### src/rtl/hssl_seq_pkg.sv
// Shared types and constants for the HSSL link bring-up sequencer.
// Optional build macro: HSSL_SEQ_STATS_EN (adds the retry statistics counter).
package hssl_seq_pkg;

    // Sequencer states; the codes are visible on state_out.
    typedef enum logic [2:0] {
        WAIT_CLK = 3'd0,
        TX_RST   = 3'd1,
        TX_WAIT  = 3'd2,
        RX_RST   = 3'd3,
        RX_WAIT  = 3'd4,
        HS_WAIT  = 3'd5,
        LINKED   = 3'd6,
        BACKOFF  = 3'd7
    } state_t;

    // Back-off lasts this many reset-pulse lengths.
    localparam int BACKOFF_MULT = 16;

    // Width of the retry statistics counter.
    localparam int STATS_W = 8;

    // Width of the shared per-state timeout counter.
    localparam int CNT_W = 32;

endpackage

### src/rtl/hssl_sync_bit.sv
// Two-flop synchronizer for one asynchronous level signal; clears to 0 on reset.
module hssl_sync_bit (
    input  logic i_clk,
    input  logic i_rst,
    input  logic i_d,
    output logic o_q
);

    logic r_meta;
    logic r_q;

    // Two-stage capture into the freerun clock domain.
    always_ff @(posedge i_clk or posedge i_rst) begin
        if (i_rst) begin
            r_meta <= 1'b0;
            r_q    <= 1'b0;
        end else begin
            r_meta <= i_d;
            r_q    <= r_meta;
        end
    end

    assign o_q = r_q;

endmodule

### src/rtl/hssl_link_sequencer.sv
// Transceiver bring-up sequencer: tx datapath reset, rx datapath reset,
// handshake wait, link monitor, with timeouts and back-off retry.
// Optional build macro: HSSL_SEQ_STATS_EN adds retry_cnt_out.
module hssl_link_sequencer
    import hssl_seq_pkg::*;
#(
    parameter int PULSE_LEN    = 16,
    parameter int DONE_TIMEOUT = 1000000,
    parameter int HS_TIMEOUT   = 75000000
) (
    input  logic               freerun_clk_in,
    input  logic               reset_all_in,
    input  logic               tx_usrclk_active_in,
    input  logic               tx_reset_done_in,
    input  logic               rx_reset_done_in,
    input  logic               handshake_complete_in,
    output logic               tx_reset_datapath_out,
    output logic               rx_reset_datapath_out,
    output logic               link_up_out,
    output logic [2:0]         state_out
`ifdef HSSL_SEQ_STATS_EN
    ,
    output logic [STATS_W-1:0] retry_cnt_out
`endif
);

    localparam int BACKOFF_CYC = PULSE_LEN * BACKOFF_MULT;

    logic [3:0]       w_async;
    logic [3:0]       w_sync;
    logic             w_clk_ok;
    logic             w_tx_done;
    logic             w_rx_done;
    logic             w_hs_ok;
    logic             w_restart;
    state_t           w_next;
    logic [CNT_W-1:0] w_cnt_inc;

    state_t           r_state;
    logic [CNT_W-1:0] r_cnt;
    logic             r_hs_lost;
    logic             r_tx_rst;
    logic             r_rx_rst;
    logic             r_link;

    assign w_async = {handshake_complete_in, rx_reset_done_in,
                      tx_reset_done_in, tx_usrclk_active_in};

    for (genvar gi = 0; gi < 4; gi++) begin : g_sync
        hssl_sync_bit u_sync (
            .i_clk (freerun_clk_in),
            .i_rst (reset_all_in),
            .i_d   (w_async[gi]),
            .o_q   (w_sync[gi])
        );
    end

    assign w_clk_ok  = w_sync[0];
    assign w_tx_done = w_sync[1];
    assign w_rx_done = w_sync[2];
    assign w_hs_ok   = w_sync[3];

    // Counter saturates at all-ones so very long waits never wrap into a false timeout.
    assign w_cnt_inc = (r_cnt == {CNT_W{1'b1}}) ? r_cnt : r_cnt + CNT_W'(1);

    // Next-state decision; losing the user clock overrides everything else.
    always_comb begin
        w_next    = r_state;
        w_restart = 1'b0;
        if (!w_clk_ok) begin
            w_next    = WAIT_CLK;
            w_restart = 1'b1;
        end else begin
            case (r_state)
                WAIT_CLK: w_next = TX_RST;
                TX_RST:   if (r_cnt >= CNT_W'(PULSE_LEN - 1)) w_next = TX_WAIT;
                TX_WAIT: begin
                    if (w_tx_done)                                w_next = RX_RST;
                    else if (r_cnt >= CNT_W'(DONE_TIMEOUT - 1))   w_next = BACKOFF;
                end
                RX_RST:   if (r_cnt >= CNT_W'(PULSE_LEN - 1)) w_next = RX_WAIT;
                RX_WAIT: begin
                    if (w_rx_done)                                w_next = HS_WAIT;
                    else if (r_cnt >= CNT_W'(DONE_TIMEOUT - 1))   w_next = BACKOFF;
                end
                // A handshake timeout only re-resets rx; tx is assumed healthy.
                HS_WAIT: begin
                    if (w_hs_ok)                                  w_next = LINKED;
                    else if (r_cnt >= CNT_W'(HS_TIMEOUT - 1))     w_next = RX_RST;
                end
                // Tolerate a single-cycle handshake glitch; drop on the second low cycle.
                LINKED:   if (!w_hs_ok && r_hs_lost) w_next = HS_WAIT;
                BACKOFF:  if (r_cnt >= CNT_W'(BACKOFF_CYC - 1)) w_next = TX_RST;
                default:  w_next = WAIT_CLK;
            endcase
        end
    end

    // State, shared timeout counter and registered outputs decoded from the next state.
    always_ff @(posedge freerun_clk_in or posedge reset_all_in) begin
        if (reset_all_in) begin
            r_state   <= WAIT_CLK;
            r_cnt     <= '0;
            r_hs_lost <= 1'b0;
            r_tx_rst  <= 1'b0;
            r_rx_rst  <= 1'b0;
            r_link    <= 1'b0;
        end else begin
            r_state   <= w_next;
            r_cnt     <= (w_restart || (w_next != r_state)) ? '0 : w_cnt_inc;
            r_hs_lost <= (r_state == LINKED) && (w_next == LINKED) && !w_hs_ok;
            r_tx_rst  <= (w_next == TX_RST);
            r_rx_rst  <= (w_next == RX_RST);
            r_link    <= (w_next == LINKED);
        end
    end

    assign tx_reset_datapath_out = r_tx_rst;
    assign rx_reset_datapath_out = r_rx_rst;
    assign link_up_out           = r_link;
    assign state_out             = r_state;

`ifdef HSSL_SEQ_STATS_EN
    logic               w_retry_ev;
    logic [STATS_W-1:0] r_retry;

    // A retry is any fresh entry to BACKOFF or a handshake timeout.
    always_comb begin
        w_retry_ev = ((w_next == BACKOFF) && (r_state != BACKOFF)) ||
                     ((r_state == HS_WAIT) && (w_next == RX_RST));
    end

    // Saturating retry counter, cleared only by reset.
    always_ff @(posedge freerun_clk_in or posedge reset_all_in) begin
        if (reset_all_in) begin
            r_retry <= '0;
        end else if (w_retry_ev && (r_retry != {STATS_W{1'b1}})) begin
            r_retry <= r_retry + STATS_W'(1);
        end
    end

    assign retry_cnt_out = r_retry;
`endif

endmodule

### config.mk
export PLATFORM = sky130hd
export DESIGN_NAME = hssl_link_sequencer
export DESIGN_NICKNAME = d
export VERILOG_FILES = /design/src/rtl/hssl_seq_pkg.sv /design/src/rtl/hssl_sync_bit.sv /design/src/rtl/hssl_link_sequencer.sv
export SDC_FILE = /design/constraint.sdc
export NUM_CORES = 1
export LEC_CHECK = 0
export ABC_AREA = 1
export CAP_MARGIN = 20
export CORE_ASPECT_RATIO = 1.1
export CORE_UTILIZATION = 30
export DETAILED_ROUTE_END_ITERATION = 10
export GPL_TIMING_DRIVEN = 0
export PLACE_DENSITY = 0.49
export SLEW_MARGIN = 20
export SYNTH_ARGS = -nofsm -noshare
export SYNTH_HDL_FRONTEND = slang
export SYNTH_SLANG_ARGS = --single-unit
export TNS_END_PERCENT = 10
### constraint.sdc
create_clock -name freerun_clk_in -period 4.2 [get_ports freerun_clk_in]
set_input_delay 0.84 -clock freerun_clk_in [delete_from_list [all_inputs] [get_ports freerun_clk_in]]
set_output_delay 0.84 -clock freerun_clk_in [all_outputs]
set_load 0.03 [all_outputs]
=== After elaboration in Yosys (flattened, before gate mapping) ===
Cells that the tools add are included.

* Muxes and demuxes: 14
* $lt $le $gt $ge: 4
* Add/subtract/negate cells: 1
* Equality and inequality tests: 13
* Reduce and logical (&&, ||, !) cells: 6

{| class="wikitable"
|+ Operators with widths
! kind !! count
|-
| $mux W32 || 2
|-
| $add A32 B1 Y32 const B || 1
|-
| $eq A32 B32 Y1 const B || 1
|-
| $ge A32 B20 Y1 const B || 1
|-
| $ge A32 B27 Y1 const B || 1
|-
| $ge A32 B4 Y1 const B || 1
|-
| $ge A32 B8 Y1 const B || 1
|-
| $mux W3 || 10
|-
| $pmux W3 S8 || 1
|-
| $eq A3 B3 Y1 const B || 5
|-
| $eq A3 B2 Y1 const B || 3
|-
| $eq A3 B1 Y1 const B || 2
|-
| $logic_and A1 B1 Y1 || 3
|-
| $logic_not A3 Y1 || 1
|-
| $ne A3 B3 Y1 || 1
|-
| $ne A2 B1 Y1 const B || 1
|-
| $logic_not A1 Y1 || 1
|-
| $logic_or A1 B1 Y1 || 1
|-
| $mux W1 || 1
|}

* Word-level logic and storage cells: 52
* Flip-flop bits (word level): 47
* Output and inout port bits: 6
* Bits of input ports: 6

=== Logic depth before layout (Yosys ltp) ===
* Depth after elaboration: 8
* Mapped depth: 19
* Gate-level depth less buffers: 18

=== Modules after synthesis ===
A second synthesis with hierarchy kept.

* Cell total of the unflattened synthesis: 405
* Area, all modules: 2,945.3 um^2

{| class="wikitable"
|+ By module, submodules not included
! module !! cells each !! times used !! area an instance (um^2) !! seq. area each (um^2)
|-
| hssl_link_sequencer || 393 || 1 || 2,730.1 || 975.9
|-
| hssl_sync_bit || 3 || 4 || 53.8 || 50.0
|}

=== Least setup slack after synthesis ===
Ideal clock, no wire load.

* Kind: register to register
* Start: reg r_cnt[0]
* End: reg r_cnt[30]
* Period minus slack after synthesis: 2.004 ns
* Arrival: 1.880 ns
* Setup time: 0.124 ns
* Required time: 4.076 ns
* Setup slack: 2.196 ns
* Path buffers: 1
* Stages on the path, launching flop included: 14
* Cells stage by stage: dfrtp_1 > ha_1 > nand2_1 > nor2_4 > nand2_1 > inv_1 > nand2_1 > nor2_2 > nand3_1 > buf_2 > nand2_1 > nor4_1 > xor2_1 > nor2_4

* Longest elaborated chain between the ends: 8
* Elaborated cells between the ends (all ways): 21
* Those cells by class: add/sub: 1; order compare: 4; eq/ne: 3; mux: 12; reduce/logical: 1

{| class="wikitable"
|+ RTL lines
! item !! line !! RTL
|-
| from (decl) || hssl_link_sequencer.sv:40 || <nowiki>logic [CNT_W-1:0] r_cnt;</nowiki>
|-
| from (signal assigned) || hssl_link_sequencer.sv:110 || <nowiki>r_cnt <= (w_restart || (w_next != r_state)) ? '0 : w_cnt_inc;</nowiki>
|-
| $ge A32 B27 Y1 / $ge A32 B20 Y1 (equally long branches) || hssl_link_sequencer.sv:89, hssl_link_sequencer.sv:79, hssl_link_sequencer.sv:84 ||
|-
| $mux W3, on equally long branches || hssl_link_sequencer.sv:89, hssl_link_sequencer.sv:79, hssl_link_sequencer.sv:84 ||
|-
| $mux W3, on equally long branches || hssl_link_sequencer.sv:88, hssl_link_sequencer.sv:78, hssl_link_sequencer.sv:83 ||
|-
| $pmux W3 S8 || hssl_link_sequencer.sv:74 || <nowiki>case (r_state)</nowiki>
|-
| $mux W3 || hssl_link_sequencer.sv:70 || <nowiki>if (!w_clk_ok) begin</nowiki>
|-
| $ne A3 B3 Y1 || hssl_link_sequencer.sv:110 ||
|-
| $logic_or A1 B1 Y1 || hssl_link_sequencer.sv:110 ||
|-
| $ne A2 B1 Y1 (no line) / $mux W32 (equally long branches) || -- ||
|}

Parallel ways exist; a longest one is shown, timed or not. The select of a mux whose other input is x is not followed.
A chain may end at the register's enable or synchronous reset.

=== Worst setup path after layout ===
* Start: reg r_cnt[0]
* End: reg r_cnt[29]

Same word-level chain as after synthesis.

==> metrics.yaml <==
status: "finished, final reports clean"
tightest_slew_ns: 0.484
place_area_mm2: 0.00337
post_cts_resized: 0
pwr-share-seq_pct: 51.6
swShare_pct: 24.2
cts_sinks: 47
synth_area_mm2: 0.00309
p_leak_nw: 1.49
dieArea_mm2: 0.0107
h-tree-depth: 2
rsz0062_at_grt: "no"
drcViolationCount: 0
setup_tns_ns: 0
irDropWorstVdd_mv: 0.192
finalInstanceArea_mm2: 0.00349
skew_ns: 0.00350
critPathMaxFanout: 5
setup_viol: 0
fin_cells: 530
cts_root_buf: "clkbuf_8"
p_int_w: 0.000681
layout.nets: 416
hold_class: "reg -> reg"
p_sw_w: 0.000217
area_growth_pct: 12.9
ant_nets: 0
finalHoldViolCount: 0
hpwl_um: 4880
crit_path_start_kind: "register"
first_global_vias: 2340
worstSkewPairLatency_ns: 0.30
max_cap_viol_count: 0
fmax_mhz: 417
cts_tree: "built"
netlist_instances: 390
avgSynthCellArea_um2: 7.92
drt-wirelength-per-cell_um: 12.0
design_power_total_w: 0.000898
grt_pass1_wl_um: 11200
ctsHoldBuffers: 0
cts_buffer_depth: 2
yosysWarningCount: 0
period_share_pct: 57.0
die_y_um: 108
p_clk_share_pct: 39.4
vias_per_cell: 4.52
fp.dieW_um: 98.8
drtIter0Drc: 113
floorplan.initialDensity_pct: 31.1
port_buffers: 11
drive_gt1_share_pct: 19.0
placement_rows: 38
critPathKind: "reg -> reg"
ys_seq_area_share_pct: 38.1
slew-limit-headroom_pct: 67.5
vias: 2395
gr-total-overflow: 0
cp.required_ns: 4.40
post_cts_buffers: 0
worstSetupEndpointType: "register"
grt_max_degree: 31
comb_power_share_pct: 9.1
worstPathArrival_ns: 2.59
synth-seq-cells: 47
pwr_density_cell_mw_per_mm2: 258
drt_wl_total_um: 6390
place_inst: 522
numCtsBuffers: 5
synth_nets: 397
gp_congestion: 0.785
yosys_most_used_dff: "dfrtp_1"
final_max_slew_viol_count: 0
clk_pin_slew_ns: 0.09
ios: 12
period_needed_ns: 2.40
synthArstFlopShare_pct: 100
core_mm2: 0.00994
synth_edf_count: 0
synth.distinct_cells: 30
antenna_found_initial: 0
drtPass1Iterations: 4
grtUsageTotal_pct: 13.3
antennaDiodeCount: 0
## cells in the mapped netlist, types with 2 or more instances
library cell | instances | area share [%]
nor2_1 | 52 | 6.3
xor2_1 | 17 | 4.8
buf_2 | 3 | 0.49
nor2_2 | 8 | 1.6
nor4_1 | 3 | 0.61
nor3_1 | 11 | 1.8
inv_2 | 7 | 0.85
nand2_1 | 88 | 11
buf_6 | 2 | 0.73
buf_12 | 3 | 1.9
nor2_4 | 32 | 12
dfrtp_1 | 47 | 38
nor3_2 | 4 | 1.3
nand2_2 | 5 | 1.0
nand4_1 | 9 | 1.8
a21oi_1 | 3 | 0.49
xnor2_1 | 7 | 2.0
inv_1 | 40 | 4.9
nand3_1 | 31 | 5.0
o21ai_0 | 8 | 1.3
## kinds of logic after synthesis
| logic type | after synthesis | synth area share [%] |
|---|---|---|
| xor gates and xnor gates | 24 | 6.80 |
| AOI/OAI and AO/OA | 14 | 2.51 |
| and+or+nand+nor | 247 | 43.0 |
| adders and majority gates | 1 | 0.405 |
| buffers and inverters | 57 | 9.23 |
| DFF | 47 | 38.1 |
## critical path: stages (launching register included)
cell and delay (ns):
dfrtp_1 0.42, ha_1 0.23, nand2_1 0.11, nor2_4 0.06, nand2_1 0.09, inv_1 0.09, nand2_1 0.08, nor2_2 0.06
nand3_1 0.11, nand3_1 0.15, nor2_1 0.36, nand4_1 0.21, xor2_1 0.27, nor2_4 0.06
## power groups by stage
| stage | combinational [W] | sequential, W | clock (W) |
|---|---|---|---|
| final | 0.0000815 | 0.000463 | 0.000354 |
| after global routing | 0.0000900 | 0.000464 | 0.000385 |
| after CTS | 0.0000840 | 0.000463 | 0.000369 |
| after detailed placement | 0.0000837 | 0.000472 | 0 |
| after global placement | 0.0000809 | 0.000472 | 0 |
| after floorplan | 0.0000599 | 0.000474 | 0 |
## layout make-up
type	count	area, um^2
buffer	9	105
clock buffer	6	82.6
tap	120	150
inverter	48	180
multi-input combinational	286	1630
sequential	47	1180
timing repair buffer	12	130
clock inverter	2	35.0
fill	1048	6450
## stage by stage
stage / util (%) / worst slack (ns) / hold slack, ns
after global routing: 35.1 / 1.54 / 0.368
final: 35.1 / 1.80 / 0.354
after CTS: 35.1 / 1.80 / 0.358
after detailed placement: 33.9 / 1.83 / 0.335
after floorplan: - / 2.20 / 0.331
after global placement: 33.7 / 1.19 / 0.332
## worst paths after layout
kind	from	to	slack (ns)	cells past startpoint
setup / recovery	r_cnt[0]$_DFFE_PP0P_	r_cnt[29]$_DFFE_PP0P_	1.80	13
hold reg to reg	g_sync[0].u_sync.r_meta$_DFF_PP0_	g_sync[0].u_sync.o_q$_DFF_PP0_	0.35	0
min in group asynchronous	reset_all_in	g_sync[2].u_sync.r_meta$_DFF_PP0_	0.83	2
max in group asynchronous	reset_all_in	r_cnt[0]$_DFFE_PP0P_	2.87	3
setup reg to reg	r_cnt[0]$_DFFE_PP0P_	r_cnt[29]$_DFFE_PP0P_	1.80	13
hold / removal	g_sync[0].u_sync.r_meta$_DFF_PP0_	g_sync[0].u_sync.o_q$_DFF_PP0_	0.35	0
## flip-flops by register name, indices dropped and copies added (netlist names)
name and count:
state_out 3, rx_reset_datapath_out 1, g_sync.u_sync.o_q 4, tx_reset_datapath_out 1, link_up_out 1, r_hs_lost 1, r_cnt 32, g_sync.u_sync.r_meta 4
## cell usage in the layout, fill, tap and decap left out, drive strengths merged, types with 2 or more instances in the layout
cell type | synthesis | routed
o21ai | 8 | 8
a21oi | 4 | 4
inv | 47 | 47
nand3 | 32 | 32
clkdlybuf4s50 | 0 | 11
clkinv | 1 | 2
nand4 | 9 | 9
nor2 | 92 | 92
clkbuf | 0 | 6
buf | 9 | 10
xor2 | 17 | 17
xnor2 | 7 | 7
nor3 | 15 | 15
nor4 | 3 | 3
nand2 | 94 | 94
dfrtp | 47 | 47
## metal layers
layer  track usage, %  vias to the layer above  wire length [um]
met3             2.39                        8               131
met4             4.16                        0                92
li1                 -                     1246                 -
met1             17.5                     1108              3140
met5                0                        -                 0
met2             22.3                       33              3020
No activity file was read; power rests on OpenSTA's default activity.
